[config.mk]
export PLATFORM = sky130hd
export DESIGN_NAME = object_draw
export DESIGN_NICKNAME = d
export VERILOG_FILES = /design/src/rtl/object_draw_pkg.sv /design/src/rtl/object_draw_xy_counter.sv /design/src/rtl/object_draw.sv
export SDC_FILE = /design/constraint.sdc
export NUM_CORES = 1
export LEC_CHECK = 0
export BUFFER_PORTS_ARGS = -buffer_cell sky130_fd_sc_hd__buf_2
export CORE_MARGIN = 4
export CORE_UTILIZATION = 41
export CTS_BUF_LIST = sky130_fd_sc_hd__clkbuf_4 sky130_fd_sc_hd__clkbuf_8
export DETAILED_ROUTE_END_ITERATION = 16
export PLACE_DENSITY = 0.65
export SYNTH_ARGS = -nofsm -noshare
export SYNTH_HDL_FRONTEND = slang
export SYNTH_SLANG_ARGS = --single-unit
[constraint.sdc]
create_clock -name clock -period 1.94 [get_ports clock]
set_input_delay 0.194 -clock clock [delete_from_list [all_inputs] [get_ports clock]]
set_output_delay 0.194 -clock clock [all_outputs]
set_load 0.03 [all_outputs]
[src/rtl/object_draw_pkg.sv]
// object_draw_pkg: shared state encoding and default widths for the
// object_draw pixel-scan engine.
package object_draw_pkg;

    localparam int COLOR_W_DEF = 3;
    localparam int XSZ_DEF     = 3;
    localparam int YSZ_DEF     = 3;
    localparam int NX_DEF      = 8;
    localparam int NY_DEF      = 7;

    typedef enum logic [1:0] {
        IDLE  = 2'd0,
        DRAW  = 2'd1,
        FLUSH = 2'd2,
        DONE  = 2'd3
    } draw_state_t;

endpackage

[src/rtl/object_draw_xy_counter.sv]
// xy_counter: W-bit pixel offset counter with synchronous clear, count
// enable and a terminal-count flag (all ones).
module xy_counter #(
    parameter int W = 6
) (
    input  logic         clock,
    input  logic         reset,
    input  logic         clear,
    input  logic         enable,
    output logic [W-1:0] count,
    output logic         tc
);

    localparam logic [W-1:0] ONE = {{(W-1){1'b0}}, 1'b1};

    // Offset register: clear wins over enable, otherwise hold.
    always_ff @(posedge clock or posedge reset) begin
        if (reset) begin
            count <= {W{1'b0}};
        end else if (clear) begin
            count <= {W{1'b0}};
        end else if (enable) begin
            count <= count + ONE;
        end else begin
            count <= count;
        end
    end

    assign tc = (count == {W{1'b1}});

endmodule

[src/rtl/object_draw.sv]
// object_draw: scans an object ROM in row-major order and emits one pixel
// write per cycle at the latched screen position. Erase mode substitutes
// a background colour. Optional macro OBJECT_DRAW_TRANSPARENT_EN suppresses
// writes of pixels whose ROM colour equals TRANSPARENT.
module object_draw
    import object_draw_pkg::*;
#(
    parameter int n           = COLOR_W_DEF,
    parameter int XSZ         = XSZ_DEF,
    parameter int YSZ         = YSZ_DEF,
    parameter int Mn          = XSZ + YSZ,
    parameter int nX          = NX_DEF,
    parameter int nY          = NY_DEF,
    parameter int TRANSPARENT = 0
) (
    input  logic          clock,
    input  logic          reset,
    input  logic          start,
    input  logic          erase,
    input  logic [nX-1:0] x0,
    input  logic [nY-1:0] y0,
    input  logic [n-1:0]  bg_color,
    output logic          busy,
    output logic          done,
    output logic [Mn-1:0] rom_addr,
    input  logic [n-1:0]  rom_q,
    output logic [nX-1:0] vga_x,
    output logic [nY-1:0] vga_y,
    output logic [n-1:0]  vga_color,
    output logic          vga_write
);

    draw_state_t   state;
    draw_state_t   next_state;
    logic          cnt_clear;
    logic          cnt_en;
    logic          cnt_tc;
    logic [Mn-1:0] cnt;

    logic [nX-1:0] x0_l;
    logic [nY-1:0] y0_l;
    logic          erase_l;
    logic [n-1:0]  bg_color_l;

    logic          valid_d;
    logic [XSZ-1:0] xoff_d;
    logic [YSZ-1:0] yoff_d;

    xy_counter #(.W(Mn)) u_counter (
        .clock  (clock),
        .reset  (reset),
        .clear  (cnt_clear),
        .enable (cnt_en),
        .count  (cnt),
        .tc     (cnt_tc)
    );

    // State register.
    always_ff @(posedge clock or posedge reset) begin
        if (reset) begin
            state <= IDLE;
        end else begin
            state <= next_state;
        end
    end

    // Next-state logic: start only matters in IDLE; DRAW ends on terminal count.
    always_comb begin
        next_state = state;
        case (state)
            IDLE:    if (start) next_state = DRAW; else next_state = IDLE;
            DRAW:    if (cnt_tc) next_state = FLUSH; else next_state = DRAW;
            FLUSH:   next_state = DONE;
            DONE:    next_state = IDLE;
            default: next_state = IDLE;
        endcase
    end

    // State-decoded controls: counter clear/enable and status outputs.
    always_comb begin
        cnt_clear = 1'b0;
        cnt_en    = 1'b0;
        busy      = 1'b1;
        done      = 1'b0;
        case (state)
            IDLE: begin
                busy      = 1'b0;
                cnt_clear = start;
            end
            DRAW:    cnt_en = ~cnt_tc;
            FLUSH:   cnt_en = 1'b0;
            DONE:    done   = 1'b1;
            default: busy   = 1'b0;
        endcase
    end

    // Capture object position and mode when a draw is accepted.
    always_ff @(posedge clock or posedge reset) begin
        if (reset) begin
            x0_l       <= {nX{1'b0}};
            y0_l       <= {nY{1'b0}};
            erase_l    <= 1'b0;
            bg_color_l <= {n{1'b0}};
        end else if ((state == IDLE) && start) begin
            x0_l       <= x0;
            y0_l       <= y0;
            erase_l    <= erase;
            bg_color_l <= bg_color;
        end else begin
            x0_l       <= x0_l;
            y0_l       <= y0_l;
            erase_l    <= erase_l;
            bg_color_l <= bg_color_l;
        end
    end

    // Delay the issued address by one cycle to line up with ROM data.
    always_ff @(posedge clock or posedge reset) begin
        if (reset) begin
            valid_d <= 1'b0;
            xoff_d  <= {XSZ{1'b0}};
            yoff_d  <= {YSZ{1'b0}};
        end else begin
            valid_d <= (state == DRAW);
            xoff_d  <= cnt[XSZ-1:0];
            yoff_d  <= cnt[Mn-1:XSZ];
        end
    end

    assign rom_addr  = cnt;
    assign vga_x     = x0_l + nX'(xoff_d);
    assign vga_y     = y0_l + nY'(yoff_d);
    assign vga_color = erase_l ? bg_color_l : rom_q;

`ifdef OBJECT_DRAW_TRANSPARENT_EN
    assign vga_write = valid_d & (rom_q != n'(TRANSPARENT));
`else
    assign vga_write = valid_d;
`endif

endmodule

Yosys cells after proc, flatten, opt, wreduce, memory -nomap -nowiden:

Cells that the tools add are included.

* eq/ne operators: 4
* bitwise operators: 1
* add/subtract/negate cells: 3
* muxes and demuxes: 10
* reduce and logical (&&, ||, !) cells: 3

Operators with widths (count)
* 6-bit 2-to-1 mux: 2
* 8-bit by 3-bit adder with 8-bit output: 1
* 2-bit one-hot mux with 4 select lines: 1
* 7-bit by 3-bit adder with 7-bit output: 1
* 6-bit by 1-bit adder with 6-bit output (second input constant): 1
* 6-bit == test (second input constant): 1
* 1-bit 2-to-1 mux: 5
* 2-bit == test (second input constant): 2
* 3-bit 2-to-1 mux: 1
* 2-bit by 1-bit == test with 1-bit output (second input constant): 1
* 2-bit logical NOT: 1
* 2-bit 2-to-1 mux: 1
* 2-bit nonzero test: 1
* 1-bit logical AND: 1
* 1-bit inverter: 1

* word-level logic and storage cells: 30
* bits of input ports: 25
* register bits after elaboration: 34

Logic depth before layout (Yosys ltp):

* depth in word-level cells: 5
* mapped depth: 6
* depth with buffers taken out: 6

Cells and area by module:

Synthesis repeated with hierarchy kept, for this count alone.

* cells, all modules: 135
* area, all modules: 1765.4 sq um

Modules (own cells, without submodules)
* object_draw: cells an instance 108, seq. area each 700.7 sq um, times used 1, area each 1483.9 sq um
* xy_counter: cells an instance 27, seq. area each 150.1 sq um, times used 1, area each 281.5 sq um

Worst setup path after synthesis:

No wires, ideal clock.

* path kind: register -> output
* start point: register x0_l[0]
* end point: output vga_x[6]
* cell stages (with the launch flop): 7
* arrival: 1752 ps
* required time: 1746 ps
* path slack: -6 ps
* cells stage by stage: dfrtp_1 -> ha_1 -> inv_1 -> fa_1 -> nor2b_1 -> o2111ai_1 -> xnor2_1

* word-level cells in the longest chain between the ends: 1

RTL lines
* start: declaration: line object_draw.sv:40 `logic [nX-1:0] x0_l;`
* start signal: assignment: line object_draw.sv:100 `x0_l <= {nX{1'b0}};`
* start signal: assignment: line object_draw.sv:110 `x0_l <= x0_l;`
* 8-bit by 3-bit adder with 8-bit output: line object_draw.sv:131 `assign vga_x = x0_l + nX'(xoff_d);`
* end: declaration: line object_draw.sv:27 `output logic [nX-1:0] vga_x,`

Every way passes these cells.

Worst setup path in the final report:

Same ends and word-level chain as after synthesis.

==> run metrics <==
vias in the first global route=1,318; async set-reset flop share out of synthesis=1.00; 1st-iter DRT viols=39; IO buf count=51; DP Area=2090 µm²; Slew Viols, Final=0; Ports=52; initial antenna violation count=0; Syn Area/Cell=12.5 µm²; hpwl dp=2800 µm; outcome=finished, violations left; Worst Max-Slew Pin Slew=436 ps; mapped cell area=1810 µm²; die width=74.4 µm; Final ANT Viol Nets=0; Layout Area Growth over Synthesis=31.5%; CP Launch Point=x0_l[0]; Total Wirelength=4260 µm; Setup CP Type=reg2out; Yosys warnings=0; Reg clk slew, reported paths=70 ps; Final Cell Area=2380 µm²; antenna fix cells=0; clk root buf=clkbuf_8; Placer Congestion=0.958; register area share after synthesis=0.470; wire per inst=16.6 µm; clock tree buffer depth=2; largest net degree at the start of global routing=35; CTS tree=done; element type at the critical path end=primary output; final worst setup slack=-150 ps; Setup crit start kind=flop; row count=23; Final Hold Fails=0; layout net count=239; Synth cell types=37; final setup fails=5; Tot GR Track Use=0.154; Clock Sinks=34; GRT overflow=0; Min-Delay Path Class=in2reg; Seq cells post-synth=34; post-route minimum period=2090 ps; Post-synth EDFFs=0; failing checks=negative setup slack; share of cells above drive strength 1=0.515; setup tns final=-516 ps; RSZ-0062 raised after global routing=yes; chip height=74.4 µm; drt first pass iters=4; CTS buffer count=5; fillers=363; CTS H-Tree Depth=2; core area=4140 µm²; Critical R2R Launch=state[0]; DR vias=1,325; endpoint arrival time on the critical path=1900 ps; worst-path fanout max=2; clk_skew=7.76 ps; DRC violations left=0; Worst Hold Launch=x0[3]; Max-slew headroom=0.709; Initial Util=0.437; Syn Inst Count=145; first-pass GRT wire length=6400 µm; CP Data Required Time=1750 ps; MaxCap Viol Count=0; Die Footprint=5540 µm²; Worst-Skew Late Latency=280 ps; Post-Syn Nets=179; top_reg_cell synth=dfrtp_1; Achievable Freq=478 MHz; fin crit share=1.08; vias per inst=5.18
## stage by stage
step	setup slack, ps	utilization	hold slack (ps)	instances
after floorplan	25.3	-	336	145
after global placement	123	0.505	299	242
after detailed placement	21.9	0.505	311	242
after CTS	-105	0.549	127	254
after global routing	-223	0.574	119	256
final	-150	0.574	137	256
## flip-flops by register name (all words and copies together) (netlist names), 3 cells and up, named ones only
register and count:
yoff_d 3, x0_l 8, u_counter.count 6, y0_l 7, xoff_d 3, bg_color_l 3
## path summary, 6_finish.rpt
path | cells after the start | end | slack (ps)
worst min register to register | 0 | xoff_d[0] | 490
max in group asynchronous | 4 | x0_l[1] | 1060
worst max-delay path | 7 | vga_x[6] | -150
min in group asynchronous | 4 | y0_l[6] | 540
worst max register to register | 3 | y0_l[3] | 330
worst min-delay path | 2 | x0_l[3] | 140
## kinds of logic (layout without fill, tap and decap cells)
logic type | count (synthesis) | after routing | share of synthesized area
AOI/OAI and AO/OA | 22 | 22 | 0.0768
xor gates and xnor gates | 11 | 11 | 0.0532
adders and majority gates | 9 | 9 | 0.0705
buffers and inverters | 15 | 76 | 0.0505
DFF | 34 | 34 | 0.470
muxes | 23 | 23 | 0.178
and+or+nand+nor | 31 | 31 | 0.101
## cell usage after synthesis (4+ instances only)
master    n  share of area
mux2_2    5          0.031
dfrtp_1  34           0.47
a21oi_1   4          0.011
nand2_1   5          0.010
nand3_1   5          0.014
xor2_1    5          0.024
ha_1      7          0.048
o21ai_0   7          0.019
xnor2_1   6          0.029
inv_1     9          0.019
mux2_4   17           0.14
## what timing repair did
item                                   in CTS  in global routing
setup endpoints to repair                   6                 11
gates cloned                                0                  0
endpoints found under the hold margin       7                  0
resized for setup                          19                 20
pin swaps                                   4                  4
hold buffers                                1                  0
buffers inserted                            3                  2
## worst max-delay path, cell delays in order (launching register included)
cell	delay [ps]
dfrtp_1	360
ha_2	200
inv_2	40
fa_2	360
nor2b_4	140
o2111ai_2	150
xnor2_2	220
buf_6	160
## routing by layer
metal / up-vias / track usage / share of wire
li1: 633 / - / -
met1: 643 / 0.193 / 0.41
met2: 44 / 0.248 / 0.52
met3: 5 / 0.0514 / 0.056
met4: 0 / 0.0553 / 0.0085
met5: - / 0 / 0
## cell usage in the layout, fill, tap and decap left out, drive strengths merged, types with 6 or more instances in the layout
cell / netlist / layout
mux2: 22 / 22
dfrtp: 34 / 34
buf: 4 / 57
xnor2: 6 / 6
clkbuf: 2 / 8
inv: 9 / 9
o21ai: 7 / 7
ha: 7 / 7
## final cells by class
class | count | area (µm²) | share of cell area
clock buffers | 7 | 90.1 | 0.0379
inverters | 9 | 33.8 | 0.0142
multi-input cells | 96 | 978 | 0.411
repair buffers | 59 | 357 | 0.150
clock inverters | 1 | 5.00 | 0.00210
well taps | 50 | 62.6 | 0.0263
flip-flops and latches | 34 | 852 | 0.358
Power is left out: the tool's default activity adds up to more than one toggle a clock period on the data nets, which glitch-free logic cannot reach.
